$ cat src/rtl/npc_pkg.sv
// npc_pkg: shared definitions for the next-PC prediction unit.
//   - resolve-kind encodings presented by the ID stage
//   - 2-bit saturating counter states used by the BTB
//   - default reset and exception-entry addresses
package npc_pkg;

   localparam logic [1:0] KIND_COND = 2'b00;   // conditional branch
   localparam logic [1:0] KIND_JMP  = 2'b01;   // direct jump (J/JAL)
   localparam logic [1:0] KIND_IND  = 2'b10;   // indirect (JR/BGEZALR)

   localparam logic [1:0] CTR_SNT = 2'b00;     // strongly not-taken
   localparam logic [1:0] CTR_WNT = 2'b01;     // weakly not-taken
   localparam logic [1:0] CTR_WT  = 2'b10;     // weakly taken
   localparam logic [1:0] CTR_ST  = 2'b11;     // strongly taken

   localparam logic [31:0] RESET_PC_DEF   = 32'h0000_3000;
   localparam logic [31:0] EXC_VECTOR_DEF = 32'h0000_4180;

endpackage

$ cat src/rtl/npc_btb.sv
// npc_btb: direct-mapped branch target buffer with 2-bit saturating counters.
//   Lookup is combinational on lookup_pc; updates land on the rising edge, so
//   a same-index read in the update cycle still sees the old contents.
// Ports:
//   clk, rst_n              clock, async active-low reset (valid=0, ctr=WNT)
//   lookup_pc               IF fetch address
//   pred_taken, pred_target prediction for lookup_pc
//   upd_en                  resolved control transfer to train on
//   upd_pc, upd_taken,
//   upd_target              resolved address, outcome and target
module npc_btb
   import npc_pkg::*;
#(
   parameter int ADDR_W    = 32,
   parameter int BTB_DEPTH = 16
) (
   input  logic              clk,
   input  logic              rst_n,
   input  logic [ADDR_W-1:0] lookup_pc,
   output logic              pred_taken,
   output logic [ADDR_W-1:0] pred_target,
   input  logic              upd_en,
   input  logic [ADDR_W-1:0] upd_pc,
   input  logic              upd_taken,
   input  logic [ADDR_W-1:0] upd_target
);

   localparam int IDX_W = $clog2(BTB_DEPTH);
   localparam int TAG_W = ADDR_W - IDX_W - 2;

   logic [BTB_DEPTH-1:0] valid_q;
   logic [1:0]           ctr_q    [BTB_DEPTH];
   logic [TAG_W-1:0]     tag_q    [BTB_DEPTH];
   logic [ADDR_W-1:0]    target_q [BTB_DEPTH];

   logic [IDX_W-1:0] rd_idx;
   logic [IDX_W-1:0] wr_idx;
   logic [TAG_W-1:0] rd_tag;
   logic [TAG_W-1:0] wr_tag;
   logic             rd_hit;
   logic             wr_hit;

   // Instructions are word aligned; the byte offset never selects anything.
   logic [3:0] unused_pc_lsb;
   assign unused_pc_lsb = {lookup_pc[1:0], upd_pc[1:0]};

   assign rd_idx = lookup_pc[IDX_W+1:2];
   assign rd_tag = lookup_pc[ADDR_W-1:IDX_W+2];
   assign wr_idx = upd_pc[IDX_W+1:2];
   assign wr_tag = upd_pc[ADDR_W-1:IDX_W+2];

   assign rd_hit      = valid_q[rd_idx] && (tag_q[rd_idx] == rd_tag);
   assign wr_hit      = valid_q[wr_idx] && (tag_q[wr_idx] == wr_tag);
   assign pred_taken  = rd_hit && ctr_q[rd_idx][1];
   assign pred_target = target_q[rd_idx];

   always_ff @(posedge clk or negedge rst_n) begin
      if (!rst_n) begin
         valid_q <= '0;
         for (int i = 0; i < BTB_DEPTH; i++) begin
            ctr_q[i]    <= CTR_WNT;
            tag_q[i]    <= '0;
            target_q[i] <= '0;
         end
      end else if (upd_en) begin
         if (wr_hit) begin
            if (upd_taken) begin
               if (ctr_q[wr_idx] != CTR_ST) ctr_q[wr_idx] <= ctr_q[wr_idx] + 2'd1;
               target_q[wr_idx] <= upd_target;
            end else if (ctr_q[wr_idx] != CTR_SNT) begin
               ctr_q[wr_idx] <= ctr_q[wr_idx] - 2'd1;
            end
         end else if (upd_taken) begin
            // Not-taken misses are not allocated: they would predict
            // fall-through anyway and only evict useful entries.
            valid_q[wr_idx]  <= 1'b1;
            tag_q[wr_idx]    <= wr_tag;
            target_q[wr_idx] <= upd_target;
            ctr_q[wr_idx]    <= CTR_WT;
         end
      end
   end

endmodule

$ cat src/rtl/npc_predict_unit.sv
// npc_predict_unit: fetch PC register, IF-stage branch prediction and
// ID-stage resolution with redirect on misprediction, exception and ERET.
// Build option:
//   NPC_BTB_PREDICT_EN  defined   -> BTB-based dynamic prediction
//                       undefined -> static not-taken, no BTB storage
// Ports:
//   clk, rst_n            clock, async active-low reset
//   stall_i               hold PC and ID prediction record
//   pc_o, pc_plus4_o      fetch PC and fetch PC + 4
//   pred_taken_o          prediction for pc_o
//   resolve_*_i           control transfer resolved in ID this cycle
//   flush_o               kill the IF instruction (same cycle as cause)
//   exc_i, eret_i, epc_i  exception entry / return and return address
module npc_predict_unit
   import npc_pkg::*;
#(
   parameter int                ADDR_W     = 32,
   parameter logic [ADDR_W-1:0] RESET_PC   = ADDR_W'(RESET_PC_DEF),
   parameter logic [ADDR_W-1:0] EXC_VECTOR = ADDR_W'(EXC_VECTOR_DEF),
   parameter int                BTB_DEPTH  = 16
) (
   input  logic              clk,
   input  logic              rst_n,
   input  logic              stall_i,
   output logic [ADDR_W-1:0] pc_o,
   output logic [ADDR_W-1:0] pc_plus4_o,
   output logic              pred_taken_o,
   input  logic              resolve_valid_i,
   input  logic [ADDR_W-1:0] resolve_pc_i,
   input  logic [1:0]        resolve_kind_i,
   input  logic              resolve_taken_i,
   input  logic [ADDR_W-1:0] resolve_target_i,
   output logic              flush_o,
   input  logic              exc_i,
   input  logic              eret_i,
   input  logic [ADDR_W-1:0] epc_i
);

   logic [ADDR_W-1:0] pc_q;
   logic [ADDR_W-1:0] pc_next;
   logic [ADDR_W-1:0] pc_plus4;
   logic [ADDR_W-1:0] correct_pc;
   logic [ADDR_W-1:0] pred_target;
   logic [ADDR_W-1:0] pred_target_d;
   logic              pred_taken;
   logic              pred_taken_d;
   logic              mispredict;
   logic              redirect;

   // The outcome and target fully determine the redirect; kind is informational.
   logic [1:0] unused_kind;
   assign unused_kind = resolve_kind_i;

`ifdef NPC_BTB_PREDICT_EN
   npc_btb #(
      .ADDR_W    (ADDR_W),
      .BTB_DEPTH (BTB_DEPTH)
   ) u_btb (
      .clk         (clk),
      .rst_n       (rst_n),
      .lookup_pc   (pc_q),
      .pred_taken  (pred_taken),
      .pred_target (pred_target),
      .upd_en      (resolve_valid_i & ~exc_i),
      .upd_pc      (resolve_pc_i),
      .upd_taken   (resolve_taken_i),
      .upd_target  (resolve_target_i)
   );
`else
   assign pred_taken  = 1'b0;
   assign pred_target = '0;
`endif

   assign pc_plus4   = pc_q + ADDR_W'(4);
   assign correct_pc = resolve_taken_i ? resolve_target_i : resolve_pc_i + ADDR_W'(4);

   assign mispredict = resolve_valid_i &
                       ((resolve_taken_i != pred_taken_d) |
                        (resolve_taken_i & (resolve_target_i != pred_target_d)));
   assign redirect   = exc_i | eret_i | mispredict;

   always_comb begin
      pc_next = pc_plus4;
      if (exc_i)           pc_next = EXC_VECTOR;
      else if (eret_i)     pc_next = epc_i;
      else if (mispredict) pc_next = correct_pc;
      else if (stall_i)    pc_next = pc_q;
      else if (pred_taken) pc_next = pred_target;
   end

   always_ff @(posedge clk or negedge rst_n) begin
      if (!rst_n) begin
         pc_q          <= RESET_PC;
         pred_taken_d  <= 1'b0;
         pred_target_d <= '0;
      end else begin
         pc_q <= pc_next;
         // The instruction killed by a redirect never reaches ID, so its
         // prediction must not be compared against the next resolve.
         if (redirect) begin
            pred_taken_d  <= 1'b0;
            pred_target_d <= '0;
         end else if (!stall_i) begin
            pred_taken_d  <= pred_taken;
            pred_target_d <= pred_target;
         end
      end
   end

   assign pc_o         = pc_q;
   assign pc_plus4_o   = pc_plus4;
   assign pred_taken_o = pred_taken;
   assign flush_o      = redirect;

endmodule

$ cat config.mk
export PLATFORM = sky130hd
export DESIGN_NAME = npc_predict_unit
export DESIGN_NICKNAME = d
export VERILOG_FILES = /design/src/rtl/npc_pkg.sv /design/src/rtl/npc_btb.sv /design/src/rtl/npc_predict_unit.sv
export SDC_FILE = /design/constraint.sdc
export NUM_CORES = 1
export LEC_CHECK = 0
export ABC_AREA = 1
export BUFFER_PORTS_ARGS = -buffer_cell sky130_fd_sc_hd__buf_2
export CORE_MARGIN = 5
export CORE_UTILIZATION = 45
export DETAILED_ROUTE_END_ITERATION = 10
export GPL_TIMING_DRIVEN = 0
export PLACE_DENSITY = 0.81
export SYNTH_ARGS = -nofsm -noshare
export SYNTH_HDL_FRONTEND = slang
export SYNTH_SLANG_ARGS = --single-unit
$ cat constraint.sdc
create_clock -name clk -period 1.6 [get_ports clk]
set_input_delay 0.16 -clock clk [delete_from_list [all_inputs] [get_ports clk]]
set_output_delay 0.16 -clock clk [all_outputs]
set_load 0.01 [all_outputs]
==> results of run 1 <==
[final timing paths]
kind / start / end / slack [ns] / cells past startpoint
setup / recovery: pc_o[12] / pc_plus4_o[21] / -0.56 / 7
hold / removal: exc_i / pc_o[0] / 0.15 / 2
setup reg to reg: pc_o[12] / pc_o[14] / -0.46 / 10
hold reg to reg: pc_o[1] / pc_o[1] / 0.55 / 2
max in group asynchronous: rst_n / pc_o[14] / 0.56 / 2
min in group asynchronous: rst_n / pc_o[7] / 0.47 / 2
[metrics by stage]
| stage | power, mW | utilization |
|---|---|---|
| after CTS | 2.62 | 0.671 |
| after global routing | 3.05 | 0.759 |
| after detailed placement | 1.81 | 0.571 |
| final | 2.97 | 0.759 |
| after global placement | 1.79 | 0.571 |
| after floorplan | 1.45 | - |
[kinds of logic after synthesis]
| family | Yosys count | synth area share |
|---|---|---|
| AO/OA/AOI/OAI | 39 | 0.0712 |
| XOR/XNOR | 5 | 0.0143 |
| adder cells (fa/ha/maj) | 1 | 0.00409 |
| buffers and inverters | 79 | 0.112 |
| flip-flops | 32 | 0.263 |
| other | 1 | 0.00123 |
| AND/OR/NAND/NOR | 397 | 0.535 |
[layer usage]
metal | part of all wire | wire (um) | vias to the layer above | track usage
li1 | - | - | 2064 | -
met1 | 0.32 | 5580 | 2208 | 0.361
met2 | 0.42 | 7360 | 615 | 0.515
met3 | 0.14 | 2490 | 235 | 0.0690
met4 | 0.11 | 1960 | 0 | 0.204
met5 | 0 | 0 | - | 0
[placed cells by master, fill, tap and decap left out, drive strengths merged]
master,Yosys,final
nand2,224,224
buf,15,198
nor2,112,112
inv,58,58
nand3,39,39
dfrtp,30,30
o21ai,23,23
and2,16,16
clkbuf,6,14
a21oi,6,6
o21bai,6,6
xor2,5,5
nand4,4,4
o22ai,2,2
dfstp,2,2
nand3b,1,1
or2,1,1
a211oi,1,1
o211ai,1,1
ha,1,1
conb,1,1
dlygate4sd3,0,1
[cell type report]
| type | count | area [sq um] | share of cell area |
|---|---|---|---|
| flip-flops and latches | 32 | 825 | 0.162 |
| clock buffers | 8 | 90.1 | 0.0177 |
| well taps | 80 | 100 | 0.0196 |
| inverters | 58 | 230 | 0.0452 |
| repair buffers | 184 | 1220 | 0.239 |
| plain buffers | 21 | 123 | 0.0241 |
| multi-input cells | 443 | 2510 | 0.493 |
[timing repair]
| action | 4_1_cts | 5_1_grt |
|---|---|---|
| buffers inserted | 34 | 25 |
| pin swaps | 39 | 52 |
| endpoints found under the setup margin | 44 | 52 |
| gates resized for setup | 104 | 127 |
| hold buffers | 1 | 0 |
| endpoints found under the hold margin | 30 | 0 |
[power breakdown]
group,switching (mW),internal (mW)
Clock,0.364,0.352
Combinational,0.704,0.521
Sequential,0.141,0.889
Total,1.21,1.76
==> metrics list, run 1 <==
* Synth Register Bits: 32
* Via count of the first global-routing pass: 4,354
- Including well taps, the total number of placed cells is 768.
- The largest single stage delay on the critical path is 0.63 ns.
* Most repeated cell in the gate-level netlist after synthesis: sky130_fd_sc_hd__nand2_1
- Number of antenna diodes: 0
- Worst slew slack as a fraction of its limit: 0.422
* Post-synth top cells: sky130_fd_sc_hd__nand2_1, sky130_fd_sc_hd__nor2_1, sky130_fd_sc_hd__inv_1, sky130_fd_sc_hd__nand3_1, sky130_fd_sc_hd__dfrtp_1
- Synthesized instance count: 554
- Of the cells placed in the final design, the portion with a size suffix greater than 1 is 0.465.
* Detailed-router iteration count before antenna repair: 11
* Power density of the placed cells: 583 mW/mm^2
- Standard cell area after detailed placement: 0.00383 sq mm
- Final Critical Period: 2.16 ns
- Final cell count without fillers: 826
- In this run the core area contains 30 standard-cell rows.
* LEAKAGE: 2.70 nW
* Number of synthesized flops with an enable pin: 0
- Num CTS Buffers: 5
- GRT Residual Overflow: 0
- Clock tree sinks: 32
- Count of final setup violators: 50
- Across all setup checks in the final design, the least slack found is -0.564 ns.
- For this run, the register share of the synthesized area comes to 0.263.
- Most common flop cell mapped by yosys: sky130_fd_sc_hd__dfrtp_1
- In this run the clock root is driven by a sky130_fd_sc_hd__clkbuf_8.
- Final hold vios: 0
- Number of remaining DRC errors: 12
- Setup repair after global routing could not meet its margin everywhere.
* Post-DP HPWL: 8390 um
- After synthesis the cells add up to 0.00306 sq mm.
- The H-tree generated during clock tree synthesis spans 2 levels.
* Post-synth ARST share: 1.00
- Starting density of the core: 0.455
- At the pin with the least slew margin, the transition time is 0.867 ns.
- The checks that failed: design-rule violations, negative setup slack.
- The signal on the critical path passes through nand2_4, nor2_4, nand3_2, nor2_1, nand2_1, and2_1, buf_2.
* Max-slew violation count: 0
* IR Drop Worst-Case VDD: 0.399 mV
- Number of I/O port buffers: 134
- For the worst setup path, the data arrival time is 2.00 ns.
- Core Box Area: 0.00672 sq mm
- The die covers 0.00855 sq mm.
* Maximum number of pins on one net before global-route repair: 33
- After the first detailed-routing iteration, the DRC count stood at 883.
- Critical path peak fanout: 4
- Worst setup EP type: output port
- Worst hold-check path type: input port to flop
* Final hold slack: 0.151 ns
- Clock tree from TritonCTS: yes
* Worst Skew: 0.0115 ns
* Number of vias after detailed routing: 5,122
* Number of flip-flops under the largest register name: 32
- I/O pin count: 171
* Timing-limited maximum frequency: 462 MHz
- The finished cells cover 0.00510 sq mm.
- Dividing the final minimum period by the clock period gives 1.35.
- Broken down by cell family, the worst path's largest delay share belongs to simple AND/OR/NAND/NOR gates.
- Yosys Warn Count: 0
- Data required time of the worst path: 1.44 ns
* Aggregate routed wire length: 17,400 um
- In the final routed layout, each cell accounts on average for 21.0 um.
* ANT nets after route: 0
- The flow ran to the end, but the final reports show violations.
- The worst setup path is of the flop to output port kind.
- Initial antenna violation count: 0
- Counting both buffers and inverters, the worst setup path holds a total of 1.
- The number of nets handed over by synthesis was 660.
- The clock passes through at most 2 buffers.
- Floorplan die height: 92.5 um
- The layout has 436 filler cells.
- Worst setup SP type: flop
- Routability-driven placement finished with a final weighted congestion of 1.05.
- Clock-pin slew was measured on the worst setup and hold paths at 0.08 ns.
- Across every metal layer, demand over resource in global routing totals 0.312.
- Die W: 92.5 um
* Worst-case setup slack after placement: -0.226 ns
- The netlist uses 30 different library cells.
- By area the synthesized netlist is led by sky130_fd_sc_hd__nand2_1, sky130_fd_sc_hd__dfrtp_1, sky130_fd_sc_hd__nor2_1, sky130_fd_sc_hd__inv_1, sky130_fd_sc_hd__nand3_1.
- The first global-routing pass estimated 21,100 um of wire.
* Cell type contributing the most total cell area after synthesis: sky130_fd_sc_hd__nand2_1
- Relative to the synthesized area, the layout overhead comes to 66.6%.
- Of the post-synthesis cell area, the dominant cell type holds 0.275.
- Number of nets in the final layout: 851
* Average instance area after synthesis: 5.52 sq um
- Total negative slack: -14.72 ns
- The largest individual stage delay along the critical path comes from the cell sky130_fd_sc_hd__dfstp_2.
* Max-cap violation count: 0
* Clock latency on the worst-skew pair: 0.31 ns
* DR vias/cell: 6.20
No activity file was read; power rests on OpenSTA's default activity.
==> run 2: changes to the inputs <==
--- a/config.mk
+++ b/config.mk
@@ -11,7 +11,7 @@
 export CORE_UTILIZATION = 45
 export DETAILED_ROUTE_END_ITERATION = 10
 export GPL_TIMING_DRIVEN = 0
-export PLACE_DENSITY = 0.81
+export PLACE_DENSITY = 0.88
 export SYNTH_ARGS = -nofsm -noshare
 export SYNTH_HDL_FRONTEND = slang
 export SYNTH_SLANG_ARGS = --single-unit
==> constraint.sdc (replaced) <==
create_clock -name clk -period 1.6 [get_ports clk]
set_input_delay 0.24 -clock clk [delete_from_list [all_inputs] [get_ports clk]]
set_output_delay 0.24 -clock clk [all_outputs]
set_load 0.01 [all_outputs]
==> run 2 against run 1 <==
  * The flow finishes with violations (negative setup slack)
  * Sequential power hardly changed
  * Worst hold slack worse by 0.14 ns
  * Register-to-register slack worse by 0.02 ns
  * Die area stayed put
  * Global-route usage is 1.9 points lower
  * Count of clock-buffer cells in the layout is 3 lower
  * Largest power group unchanged
==> metrics list, run 2 (synthesized netlist as in run 1, its figures left out) <==
* Data required time of the worst path: 1.36 ns
* Clock tree sinks: 32
- The worst hold path belongs to the class input port to async pin.
- Summed over all cells, the static leakage comes to 2.69 nW.
- Across the VDD grid, the largest voltage drop is 0.301 mV.
- Count of final setup violators: 40
- Share of final-layout standard cells stronger than drive strength 1: 0.461
* Worst-case setup slack after placement: -0.335 ns
- DR vias/cell: 5.43
- The initial antenna violation count was 0.
* Starting density of the core: 0.455
* Post-DP HPWL: 8750 um
* Combined global-route utilization of all metal layers: 0.292
- Maximum number of pins on one net before global-route repair: 33
- Clk slew on worst S/H paths: 0.10 ns
* Worst Skew: 0.0195 ns
- In the final routed layout, each cell accounts on average for 17.0 um.
- Failing checks: negative setup slack
- In the finished design, the share of the clock period the worst path needs comes to 1.34.
* DRT iter0 DRCs: 318
- Via count of the first global-routing pass: 4,177
- Multi-input logic area: 0.00246 sq mm
- In this run the count of I/O pins placed on the die edge is 171.
* Bufs on Longest Clock Path: 2
- Inst Count DP: 768
- Number of nets in the final layout: 851
- After filler insertion, the fill cell instance count of the layout stands at 506.
- STA classifies the critical path endpoint as an output port.
- Final hold vios: 0
* Worst setup slack after layout: -0.551 ns
- The die covers 0.00855 sq mm.
- Core Box Area: 0.00672 sq mm
* Max-slew violation count: 0
- In this run the number of H-tree levels came out at 2.
- GRT Residual Overflow: 0
- Summing over every cut layer, the via total after detailed routing is 4,484.
* Die W: 92.5 um
- Worst slew slack as a fraction of its limit: 0.457
- The later pin in the worst-skew pair is clocked with a latency of 0.31 ns.
* Critical path peak fanout: 5
* Global-route wire length before repair: 20,100 um
- Setup repair after global routing could not meet its margin everywhere.
* Num CTS Buffers: 5
- In the layout the commonest cells are sky130_fd_sc_hd__nand2_1, sky130_fd_sc_hd__buf_2, sky130_fd_sc_hd__nor2_1.
* Floorplan die height: 92.5 um
* ANT nets after route: 0
- Worst-Margin Slew: 0.815 ns
* Clock tree from TritonCTS: yes
* Layout overhead on the synthesized area: 64.6%
- The critical path in this run is classified as flop to output port.
- Power density of the placed cells: 596 mW/mm^2
* Timing-limited maximum frequency: 465 MHz
* Floorplan row count: 30
- Number of I/O port buffers: 134
- Routability-driven placement finished with a final weighted congestion of 0.992.
* Detailed-router iteration count before antenna repair: 5
* Run status: finished with violations
- Aggregate routed wire length: 14,000 um
- Max-cap violation count: 0
* Number of antenna diodes: 0
- Clk Tree Root Cell: sky130_fd_sc_hd__clkbuf_8
- Leading cell type in the layout, fill and taps excluded: sky130_fd_sc_hd__nand2_1
* Number of flip-flops under the largest register name: 32
* Total negative slack: -12.90 ns
- Registers take 822 sq um.
- STA puts the critical path data arrival time at 1.91 ns.
- For this run, design rule violations remaining after detail routing come to 0.
- Subtracting the final worst setup slack from the clock period gives 2.15 ns.
* Final cell count without fillers: 826
- Worst setup SP type: flop
==> run 2: changes by cell type in the layout (fill, tap and decap cells not counted), moves of 3 or more <==
| cell | previous run | this run |
|---|---|---|
| sky130_fd_sc_hd__buf_4 | 31 | 35 |
| sky130_fd_sc_hd__nand2_2 | 18 | 23 |
| sky130_fd_sc_hd__nor2_1 | 70 | 73 |
| sky130_fd_sc_hd__nand3_1 | 20 | 23 |
| sky130_fd_sc_hd__buf_2 | 126 | 129 |
| sky130_fd_sc_hd__o21ai_1 | 11 | 8 |
| sky130_fd_sc_hd__buf_6 | 35 | 31 |
| sky130_fd_sc_hd__nand2_4 | 19 | 16 |
==> run 2: where the power goes <==
part           leakage, nW  internal, mW  switching (mW)
sequential           0.383         0.888           0.131
combinational         2.25         0.510           0.626
clock               0.0541         0.462           0.384
==> run 2: area by class of cell <==
cell class / instances / area share
multi-input combinational: 443 / 0.489
buffer: 21 / 0.0248
inverter: 58 / 0.0462
clock buffer: 5 / 0.0137
sequential: 32 / 0.163
timing repair buffer: 184 / 0.235
tap: 80 / 0.0199
clock inverter: 3 / 0.00845
==> run 2: per-stage QoR <==
stage	cell area, sq um	total power [mW]	util	hold slack [ns]
3_5_place_dp	3850	1.82	0.574	0.363
6_report	5040	3.00	0.750	0.00581
3_3_place_gp	3850	1.80	0.574	0.348
5_1_grt	5040	3.11	0.750	0.0743
2_1_floorplan	3080	1.45	-	-0.0556
4_1_cts	4580	2.79	0.682	0.0440
==> run 2: repair_timing <==
action | 4_1_cts | 5_1_grt
hold buffers | 0 | 0
resized for setup | 106 | 99
buffers inserted | 38 | 21
pin swaps | 34 | 45
setup endpoints to repair | 48 | 51
==> run 2: final timing paths <==
path	startpoint	cells after the start	slack (ns)	to
worst max-delay path	pc_o[12]	8	-0.55	pc_plus4_o[15]
worst min register to register	pc_o[0]	2	0.54	pc_o[0]
max in group asynchronous	rst_n	1	1.00	pc_o[16]
worst max register to register	pc_o[12]	15	-0.48	pc_o[30]
worst min-delay path	rst_n	1	0.006	pc_o[9]
min in group clk	exc_i	2	0.23	pc_o[0]
==> run 2: per-layer routing <==
| layer | global-route usage | vias to the layer above | part of all wire | wire, um |
|---|---|---|---|---|
| li1 | - | 2065 | - | - |
| met2 | 0.515 | 334 | 0.48 | 6690 |
| met1 | 0.353 | 2006 | 0.37 | 5210 |
| met3 | 0.0463 | 79 | 0.095 | 1330 |
| met5 | 0 | - | 0 | 0 |
| met4 | 0.120 | 0 | 0.057 | 794 |
==> run 2: critical path, stage by stage (launching register included) <==
cell and delay (ns):
sky130_fd_sc_hd__dfstp_2 0.64, sky130_fd_sc_hd__nand2_4 0.10, sky130_fd_sc_hd__nor2_4 0.17, sky130_fd_sc_hd__nand2_4 0.10
sky130_fd_sc_hd__nor2_4 0.17, sky130_fd_sc_hd__nand2_1 0.10, sky130_fd_sc_hd__nand2_1 0.10, sky130_fd_sc_hd__inv_1 0.06
sky130_fd_sc_hd__buf_2 0.14
==> run 3: changes to the inputs <==
--- a/config.mk
+++ b/config.mk
@@ -11,7 +11,7 @@
 export CORE_UTILIZATION = 45
 export DETAILED_ROUTE_END_ITERATION = 10
 export GPL_TIMING_DRIVEN = 0
-export PLACE_DENSITY = 0.88
+export PLACE_DENSITY = 0.81
 export SYNTH_ARGS = -nofsm -noshare
 export SYNTH_HDL_FRONTEND = slang
 export SYNTH_SLANG_ARGS = --single-unit
==> run 3 against run 2 <==
  * The run still ends with negative setup slack left
  * Combinational power shrank 11%
  * Register-to-register slack improved by 0.32 ns
  * Die area unchanged
  * Total power shrank 9.3%
  * Global-route usage is 0.77 points lower
  * Critical path depth down 1
  * Cell area shrank 5.8%
  * Count of clock-buffer cells in the layout grew 3
  * Largest cell class unchanged
==> metrics list, run 3 (synthesized netlist as in run 1, its figures left out) <==
- Setup violations remaining at the end of the flow were counted as 28.
- Startpoint of the most critical setup path: pc_o[16]
- The checks that failed: negative setup slack.
- In this design, the stage delay of the slowest critical-path cell is 0.44 ns.
- Of the total power, the clock network draws 0.252.
- In this run the core area contains 30 standard-cell rows.
* Worst hold-check path type: input port to async pin
* Inst Count DP: 768
* Worst setup SP type: flop
* Number of antenna diodes: 0
* Internal reg-to-reg setup slack: -0.16 ns
- Setup repair after global routing could not meet its margin everywhere.
* Run status: finished with violations
* Layout overhead on the synthesized area: 55.0%
* DRT iter0 DRCs: 271
- Top cell by count, worst path: sky130_fd_sc_hd__nor2_2
* Design internal power: 1.68 mW
- The register with the most flip-flops in the layout has 32 of them.
- Floorplan die height: 92.5 um
* Clk slew on worst S/H paths: 0.08 ns
- Leading cell type in the layout, fill and taps excluded: sky130_fd_sc_hd__nand2_1
* Worst flop-to-flop path endpoint: pc_o[27]
- Detailed-router iteration count before antenna repair: 5
- Of the total power, registers draw 0.372.
* Maximum number of pins on one net before global-route repair: 33
- DIE AREA: 0.00855 sq mm
* Aggregate routed wire length: 12,700 um
- Mean routed wirelength per cell: 15.8 um
* Combined global-route utilization of all metal layers: 0.285
- Final cell count without fillers: 805
- The hold violation total from the final report came to 0.
- Critical path peak fanout: 6
* DR vias/cell: 5.29
- Most used cells in the layout excluding fill and tap cells: sky130_fd_sc_hd__nand2_1, sky130_fd_sc_hd__buf_2, sky130_fd_sc_hd__nor2_1
- Traced cell by cell, the critical path runs through nand2_1, nor2_2, nand2_2, nor2_2, nand3_2, and2_1, buf_2.
- Bufs on Longest Clock Path: 2
- Total of fill cells in the finished design: 597
* Number of vias after detailed routing: 4,258
* Clock latency on the worst-skew pair: 0.29 ns
* Slowest stage cell, crit path: sky130_fd_sc_hd__dfrtp_2
* Number of remaining DRC errors: 0
- Critical path data arrival time: 1.82 ns
- Setup slack on the critical path of the routed design comes to -0.462 ns.
* Data required time of the worst path: 1.36 ns
* Crit share post-route: 1.29
- Max-slew violation count: 0
- Counting cells, the worst reg-to-reg path comes to 11.
* Hold-fix buffer count after cts: 0
- The H-tree generated during clock tree synthesis spans 2 levels.
- Counting the buffers created by CTS gives 5.
- I/O pin count: 171
- For this configuration, the core starts out at a cell density of 0.455.
- Timing-limited maximum frequency: 485 MHz
- Die W: 92.5 um
* Crit path kind: flop to output port
- Number of I/O port buffers: 134
- Power density of the placed cells: 574 mW/mm^2
- Sequential Area: 822 sq um
* Comb pwr share: 0.376
- In this run the static leakage power is 2.52 nW.
- GRT Residual Overflow: 0
- Of the total power, the share spent switching nets is 0.381.
- Share of final-layout standard cells stronger than drive strength 1: 0.439
- The initial antenna violation count is 0.
- In the final layout, the multi-input gates occupy 0.00242 sq mm.
- TritonCTS built the clock tree.
- Via count of the first global-routing pass: 4,121
- The tool flagged a number of max-cap violations equal to 0.
* Post-DP HPWL: 8830 um
- In this run the critical register-to-register path is launched from pc_o[13].
* Routability congestion estimate from global placement: 0.987
* Final Critical Period: 2.06 ns
* Core Box Area: 0.00672 sq mm
* Worst-Margin Slew: 0.790 ns
* Clock tree sinks: 32
- Prior to clock tree synthesis, the placed netlist has a worst setup slack of -0.347 ns.
- The first global-routing pass estimated 19,500 um of wire.
- Clk Tree Root Cell: sky130_fd_sc_hd__clkbuf_8
* Number of nets in the final layout: 830
- IR Drop Worst-Case VDD: 0.324 mV
* ANT nets after route: 0
* Worst setup EP type: output port
* Worst Skew: 0.0126 ns
- Worst slew slack as a fraction of its limit: 0.473
- For this design the total switching power over the nets is 1.04 mW.
[run 3: repair_timing]
item,4_1_cts,5_1_grt
buffers inserted,23,8
gates resized for setup,107,62
setup endpoints to repair,45,47
pin swaps,39,33
[run 3: critical path, delay by kind of cell (launching register included)]
family | cells | cell delay (ns)
simple gates | 6 | 0.95
flops | 1 | 0.44
buf+inv | 1 | 0.13
[run 3: worst max-delay path by stage]
stage,to,slack (ns),cells after the start
floorplan,pc_plus4_o[20],0.004,7
global placement,pc_plus4_o[30],-0.34,7
detailed placement,pc_plus4_o[30],-0.35,7
CTS,pc_plus4_o[31],-0.39,8
global route,pc_plus4_o[26],-0.54,8
finish,pc_plus4_o[31],-0.46,7
[run 3: metal layers]
| layer | wire length [um] | GRT usage | part of all wire | vias to the layer above |
|---|---|---|---|---|
| met5 | 0 | 0 | 0 | - |
| met4 | 426 | 0.111 | 0.034 | 0 |
| met3 | 917 | 0.0406 | 0.072 | 39 |
| met2 | 6320 | 0.509 | 0.50 | 220 |
| met1 | 5040 | 0.342 | 0.40 | 1976 |
| li1 | - | - | - | 2023 |
[run 3: area by class of cell]
class | count | share of cell area
Inverter | 58 | 0.0480
Clock buffer | 8 | 0.0190
Tap cell | 80 | 0.0211
Timing Repair Buffer | 163 | 0.202
Multi-Input combinational cell | 443 | 0.510
Sequential cell | 32 | 0.173
Buffer | 21 | 0.0264
[run 3: power by group through the flow]
stage	logic [mW]	clock network, mW	registers (mW)
after global routing	1.12	0.731	1.02
final	1.02	0.685	1.01
after CTS	0.945	0.682	0.998
after floorplan	0.440	0	1.01
after global placement	0.809	0	1.00
after detailed placement	0.821	0	1.00
[run 3: stage by stage]
step	TNS, ns	total power [mW]	hold WS [ns]	area [sq um]	utilization
6_report	-8.95	2.72	0.0256	4740	0.706
5_1_grt	-12.18	2.87	0.0856	4740	0.706
4_1_cts	-7.86	2.62	0.0549	4480	0.666
3_5_place_dp	-5.98	1.82	0.359	3850	0.574
3_3_place_gp	-5.23	1.81	0.354	3850	0.574
2_1_floorplan	0	1.45	-0.0556	3080	-
